File: config.mk
export PLATFORM = sky130hd
export DESIGN_NAME = pipe_stage_reg
export DESIGN_NICKNAME = d
export VERILOG_FILES = /design/src/rtl/riscv_pipe_pkg.sv /design/src/rtl/pipe_stage_reg_sat_counter.sv /design/src/rtl/pipe_stage_reg.sv
export SDC_FILE = /design/constraint.sdc
export NUM_CORES = 1
export LEC_CHECK = 0
export CORE_MARGIN = 3
export CORE_UTILIZATION = 54
export DETAILED_ROUTE_END_ITERATION = 8
export GPL_TIMING_DRIVEN = 0
export PLACE_DENSITY = 0.87
export SLEW_MARGIN = 5
export SYNTH_ARGS = -nofsm -noshare
export SYNTH_HDL_FRONTEND = slang
export SYNTH_SLANG_ARGS = --single-unit
export TNS_END_PERCENT = 1
File: constraint.sdc
create_clock -name clk -period 4.4 [get_ports clk]
set_input_delay 0.66 -clock clk [delete_from_list [all_inputs] [get_ports clk]]
set_output_delay 0.66 -clock clk [all_outputs]
set_load 0.01 [all_outputs]
File: src/rtl/riscv_pipe_pkg.sv
// Shared pipeline types and field layout for the RISC-V stage registers.
// Widths default to the EX/MEM boundary; other boundaries override them.
package riscv_pipe_pkg;

    typedef enum logic [1:0] {
        EMPTY = 2'd0,
        FULL  = 2'd1,
        SKID  = 2'd2
    } stage_state_e;

    localparam int XLEN          = 32;
    localparam int REG_ADDR_W    = 5;
    localparam int EX_MEM_CTRL_W = 5;
    localparam int EX_MEM_DATA_W = 2 * XLEN + REG_ADDR_W;

    localparam int CTRL_MEM_READ   = 4;
    localparam int CTRL_MEM_WRITE  = 3;
    localparam int CTRL_MEM_TO_REG = 2;
    localparam int CTRL_REG_WRITE  = 1;
    localparam int CTRL_ZERO       = 0;

endpackage

File: src/rtl/pipe_stage_reg_sat_counter.sv
// Saturating up-counter with synchronous clear.
// Holds at all-ones instead of wrapping.
module sat_counter #(
    parameter int W = 16
) (
    input  logic         clk,
    input  logic         clear,
    input  logic         inc,
    output logic [W-1:0] count
);

    logic [W-1:0] count_q;
    logic [W-1:0] count_d;

    always_comb begin
        count_d = count_q;
        if (inc && (count_q != {W{1'b1}})) begin
            count_d = count_q + {{(W-1){1'b0}}, 1'b1};
        end
    end

    always_ff @(posedge clk) begin
        if (clear) begin
            count_q <= '0;
        end else begin
            count_q <= count_d;
        end
    end

    assign count = count_q;

endmodule

File: src/rtl/pipe_stage_reg.sv
// Reusable pipeline stage register: valid/ready handshake, 2-entry skid,
// flush, bubble-gated control bits and a saturating stall counter.
import riscv_pipe_pkg::*;

module pipe_stage_reg #(
    parameter int DATA_W      = EX_MEM_DATA_W,
    parameter int CTRL_W      = EX_MEM_CTRL_W,
    parameter int STALL_CNT_W = 16
) (
    input  logic                   clk,
    input  logic                   reset,
    input  logic                   flush,
    input  logic                   in_valid,
    output logic                   in_ready,
    input  logic [CTRL_W-1:0]      in_ctrl,
    input  logic [DATA_W-1:0]      in_data,
    output logic                   out_valid,
    input  logic                   out_ready,
    output logic [CTRL_W-1:0]      out_ctrl,
    output logic [DATA_W-1:0]      out_data,
    output logic [STALL_CNT_W-1:0] stall_cnt
);

    stage_state_e      state_q, state_d;
    logic              in_ready_q, in_ready_d;
    logic [CTRL_W-1:0] main_ctrl_q, main_ctrl_d;
    logic [DATA_W-1:0] main_data_q, main_data_d;
    logic [CTRL_W-1:0] skid_ctrl_q, skid_ctrl_d;
    logic [DATA_W-1:0] skid_data_q, skid_data_d;

    logic main_valid;
    logic accept;
    logic drain;

    assign main_valid = (state_q != EMPTY);
    assign accept     = in_valid && in_ready_q;
    assign drain      = main_valid && out_ready;

    always_comb begin
        state_d     = state_q;
        main_ctrl_d = main_ctrl_q;
        main_data_d = main_data_q;
        skid_ctrl_d = skid_ctrl_q;
        skid_data_d = skid_data_q;

        unique case (state_q)
            EMPTY: begin
                if (accept) begin
                    state_d     = FULL;
                    main_ctrl_d = in_ctrl;
                    main_data_d = in_data;
                end
            end
            FULL: begin
                if (accept && drain) begin
                    main_ctrl_d = in_ctrl;
                    main_data_d = in_data;
                end else if (accept) begin
                    state_d     = SKID;
                    skid_ctrl_d = in_ctrl;
                    skid_data_d = in_data;
                end else if (drain) begin
                    state_d = EMPTY;
                end
            end
            SKID: begin
                if (drain) begin
                    state_d     = FULL;
                    main_ctrl_d = skid_ctrl_q;
                    main_data_d = skid_data_q;
                    skid_ctrl_d = '0;
                    skid_data_d = '0;
                end
            end
            default: begin
                state_d = EMPTY;
            end
        endcase

        // Flush kills every entry and suppresses any load; payload is held.
        if (flush) begin
            state_d     = EMPTY;
            main_ctrl_d = main_ctrl_q;
            main_data_d = main_data_q;
            skid_ctrl_d = skid_ctrl_q;
            skid_data_d = skid_data_q;
        end

        in_ready_d = (state_d != SKID);
    end

    always_ff @(posedge clk) begin
        if (reset) begin
            state_q     <= EMPTY;
            in_ready_q  <= 1'b1;
            main_ctrl_q <= '0;
            main_data_q <= '0;
            skid_ctrl_q <= '0;
            skid_data_q <= '0;
        end else begin
            state_q     <= state_d;
            in_ready_q  <= in_ready_d;
            main_ctrl_q <= main_ctrl_d;
            main_data_q <= main_data_d;
            skid_ctrl_q <= skid_ctrl_d;
            skid_data_q <= skid_data_d;
        end
    end

    sat_counter #(
        .W(STALL_CNT_W)
    ) u_stall_cnt (
        .clk  (clk),
        .clear(reset),
        .inc  (main_valid && !out_ready),
        .count(stall_cnt)
    );

    assign in_ready  = in_ready_q;
    assign out_valid = main_valid;
    assign out_ctrl  = main_valid ? main_ctrl_q : '0;
    assign out_data  = main_data_q;

endmodule

==> results by group <==
Route
  – Post-Route WL: ~23000 um
  – Post-DR wirelength/cell: 19.4 um
  – Number of vias after detailed routing: roughly 7600
  – # DRC: 0
  – First-pass iteration count of the detailed router: 5
  – Initial detailed-routing violation count: approximately 670
  – Via density per instance: 6.41
  – Antenna-violating nets left: 0

Clocking
  – Setup fix buffers added after clock tree synthesis: 0
  – Sink Count: 167
  – Total number of H-tree levels: 4
  – Clock slew at reported path FFs: 0.06 ns
  – Root buf cell: sky130_fd_sc_hd__clkbuf_16
  – TritonCTS clock tree: yes
  – CTS buffer count: 17
  – Largest buffer count on any clock path: 2
  – Hold-fix buffers at CTS: 0
  – Cts repair resizes: 0
  – Insertion delay of the later-clocked pin in the worst-skew pair: roughly 0.43 ns

Power and ir drop
  – Power density over the cells: between 300 and 400 mW/mm^2
  – Worst VDD drop: a little over 0.3 mV
  – Switching power as a share of total power: between 20% and 30%
  – Internal portion of total power: around 2.7 mW
  – Combinational power share: roughly 13%
  – Final Total Pwr: approximately 3.6 mW
  – Static Leakage: 3.68 nW
  – Sw power: between 800 and 900 uW
  – Clock Power Share: between 40% and 50%
  – Sequential share of power: around 44%

STA
  – Total count of max-transition violations in the final report: 0
  – Minimum period implied by the final worst setup slack: 2.64 ns
  – Hold Violations, Final: 0
  – Setup clock skew after layout: just under 0.008 ns
  – RSZ-0062 raised after global routing: no
  – Worst-margin pin slew: around 0.8 ns
  – Final Setup Violations: 0
  – Max frequency: about 0.38 GHz
  – Worst relative slew slack: between 40% and 50%
  – Final cycle utilization of the critical path: between 50% and 60%
  – Hold Worst Slack: 0.473 ns
  – Setup Total Neg Slack: 0 ns

Critical path
  – Worst reg-to-reg path cell count: 6
  – Reg2reg setup slack: between 2 and 2.5 ns
  – Crit path capture type: flop
  – Worst endpoint required time: between 4 and 5 ns
  – Worst setup path class: input port to flop
  – Worst EP arrival: 2.97 ns
  – Startpoint of the lowest-slack register-to-register path: state_q[1]
  – Type of element launching the critical path: input port
  – CP max FO: 10
  – R2r endpoint: main_ctrl_q[3]

Logic synthesis
  – Share of Yosys cell area claimed by the top area cell type: between 40% and 50%
  – Simple-gate share of the synthesized area: between 10% and 20%
  – Cell type with the largest total area after synthesis: sky130_fd_sc_hd__dfxtp_1
  – Number of instances in the synthesized netlist: 809
  – Synthesized-area fraction occupied by adder cells: 0.171%
  – Average footprint of a synthesized cell: slightly above 9 sq um
  – Synthesized-area fraction occupied by xor and xnor cells: less than 1%
  – Dominant synthesized flop cell: sky130_fd_sc_hd__dfxtp_1
  – Number of synthesized flops with an enable pin: 0
  – Share of async-settable or async-resettable flops after synthesis: 0%
  – Post-synthesis register bit count: about 170
  – Sequential fraction of the synthesis area: 45.6%
  – Syn Nets: a little under 900
  – Largest family of logic cells by synthesized area: compound AO/OA/AOI/OAI gates
  – Number of distinct standard cells referenced by the synthesized netlist: between 40 and 50
  – Number of warnings issued by yosys: 0
  – Synth top area cells: sky130_fd_sc_hd__dfxtp_1 46%, sky130_fd_sc_hd__a21oi_1 11%, sky130_fd_sc_hd__mux2i_1 10%
  – Post-synthesis mux area share: 10.7%
  – Count leader, synth: sky130_fd_sc_hd__dfxtp_1
  – Syn Std Cell Area: about 0.0073 sq mm
  – Leading post-synthesis cells by instance count: 167 x sky130_fd_sc_hd__dfxtp_1, 158 x sky130_fd_sc_hd__a21oi_1, 79 x sky130_fd_sc_hd__clkbuf_1, 78 x sky130_fd_sc_hd__nand4_1, 78 x sky130_fd_sc_hd__o21ai_0
  – Area fraction in compound gates after synthesis: around 27%

Cells and area
  – Non-Filler Instances: between 1000 and 1500
  – Post-synthesis to final-layout area growth: 34.3%
  – Total Nets Final: around 1100
  – Area of the multi-input gates: roughly 0.0036 sq mm
  – Filler cell count in the final layout: approximately 900
  – FF/Latch Area: 0.00334 sq mm
  – Layout cells sized above 1: roughly 5%
  – Count of inserted antenna diode cells: 0
  – Post-Layout Inst Area: between 0.009 and 0.01 sq mm

Outcome
  – Result of the run: finished clean

Floorplan
  – Core region area: 0.0129 sq mm
  – Chip Width: 123 um
  – Standard-cell rows: between 40 and 50
  – Initial standard-cell utilization of the core: between 50 and 60%
  – Die ar.: approximately 0.015 sq mm
  – Die outline height: between 100 and 150 um
  – Top-Level Pins: between 150 and 200

Global route
  – Pin count of the biggest net entering global routing: 17
  – Overflow left after global routing: 0
  – First-pass GRT wire length: between 30000 and 40000 um
  – Number of global-route vias before repair: 6903
  – All-layer global routing usage: roughly 30%
  – Antenna violations before repair: 0

Job
  – Max-cap violation count: 0

Hold path
  – Hold-critical path endpoint: skid_data_q[16]
  – Hold/Removal Path Class: flop to flop
  – Startpoint of the lowest-slack hold path: skid_data_q[16]
  – Cell depth of the worst hold path: 2

Place
  – Inst Count DP: between 1000 and 1500
  – Weighted congestion reported at the end of routability-driven placement: between 0.8 and 0.9
  – Quantity of I/O buffers inserted on ports: 169
  – Placed inst area: slightly above 0.009 sq mm
  – DP Wirelength: 15300 um
-- cell type report --
cell class / count / share of cell area, %
Clock inverter: 9 / 1.25
Timing Repair Buffer: 169 / 17.2
Buffer: 101 / 4.07
Inverter: 5 / 0.191
Multi-Input combinational cell: 536 / 36.2
Tap cell: 172 / 2.19
Clock buffer: 22 / 4.92
Sequential cell: 167 / 34.0
-- per-stage QoR --
stage,worst slack [ns],utilization (%)
floorplan,2.45,-
global placement,1.52,71.4
detailed placement,1.44,71.4
CTS,1.79,76.1
global route,1.59,76.1
finish,1.76,76.1
-- power by group through the flow --
| stage | clock network, mW | logic (mW) | registers [mW] |
|---|---|---|---|
| finish | 1.55 | 0.468 | 1.61 |
| global route | 1.59 | 0.501 | 1.61 |
| CTS | 1.54 | 0.463 | 1.61 |
| detailed placement | 0 | 0.458 | 1.64 |
| global placement | 0 | 0.451 | 1.64 |
| floorplan | 0 | 0.194 | 1.65 |
-- how the worst max path moves through the flow --
| stage | cells after the start | start | end |
|---|---|---|---|
| after global placement | 7 | out_ready | out_data[67] |
| final | 7 | out_ready | main_ctrl_q[3] |
| after CTS | 3 | state_q[1] | out_ctrl[4] |
| after detailed placement | 7 | out_ready | main_ctrl_q[2] |
| after floorplan | 5 | out_ready | u_stall_cnt.count[15] |
| after global routing | 7 | out_ready | out_data[65] |
-- logic make-up (layout without fill, tap and decap cells) --
group | after synthesis | in the layout
AO/OA/AOI/OAI | 327 | 327
XOR/XNOR | 1 | 1
adder cells (fa/ha/maj) | 1 | 1
buffers and inverters | 106 | 306
flip-flops | 167 | 167
multiplexers | 78 | 78
AND/OR/NAND/NOR | 129 | 129
-- layer usage --
layer / vias to the layer above / share of wire (%) / global-route usage [%] / routed length (um)
met5: - / 0 / 0 / 0
met4: 0 / 3.7 / 14.3 / 839
met3: 61 / 8.1 / 5.62 / 1850
met2: 403 / 47 / 46.2 / 10700
met1: 3603 / 41 / 39.7 / 9430
li1: 3508 / - / - / -
-- critical path, stage by stage --
cell and delay (ns):
sky130_fd_sc_hd__clkdlybuf4s50_1 0.58, sky130_fd_sc_hd__nor2b_1 0.14, sky130_fd_sc_hd__o22ai_1 0.35, sky130_fd_sc_hd__buf_2 0.32, sky130_fd_sc_hd__clkbuf_1 0.43, sky130_fd_sc_hd__a21oi_1 0.17
sky130_fd_sc_hd__a311oi_1 0.31
-- sequential cells by signal (all words and copies together) (netlist names) --
name	count
skid_ctrl_q	5
main_ctrl_q	5
skid_data_q	69
u_stall_cnt.count	16
in_ready	1
out_data	69
state_q	2
-- cells in the final DEF, fill, tap and decap left out, types with 4 or more instances in the layout --
cell | netlist | layout
sky130_fd_sc_hd__clkdlybuf4s50_1 | 0 | 169
sky130_fd_sc_hd__dfxtp_1 | 167 | 167
sky130_fd_sc_hd__a21oi_1 | 158 | 158
sky130_fd_sc_hd__clkbuf_1 | 79 | 80
sky130_fd_sc_hd__nand4_1 | 78 | 78
sky130_fd_sc_hd__o21ai_0 | 78 | 78
sky130_fd_sc_hd__mux2i_1 | 76 | 76
sky130_fd_sc_hd__a311oi_1 | 75 | 75
sky130_fd_sc_hd__buf_2 | 17 | 17
sky130_fd_sc_hd__clkbuf_16 | 0 | 17
sky130_fd_sc_hd__nor2b_1 | 8 | 8
sky130_fd_sc_hd__nand2_1 | 7 | 7
sky130_fd_sc_hd__nor2_1 | 6 | 6
sky130_fd_sc_hd__nand3_1 | 6 | 6
sky130_fd_sc_hd__buf_1 | 5 | 5
sky130_fd_sc_hd__or3_1 | 5 | 5
sky130_fd_sc_hd__clkinv_2 | 0 | 5
sky130_fd_sc_hd__o31ai_1 | 4 | 4
sky130_fd_sc_hd__or4_1 | 4 | 4
sky130_fd_sc_hd__clkbuf_8 | 0 | 4
(Power assumes the default switching activity.)
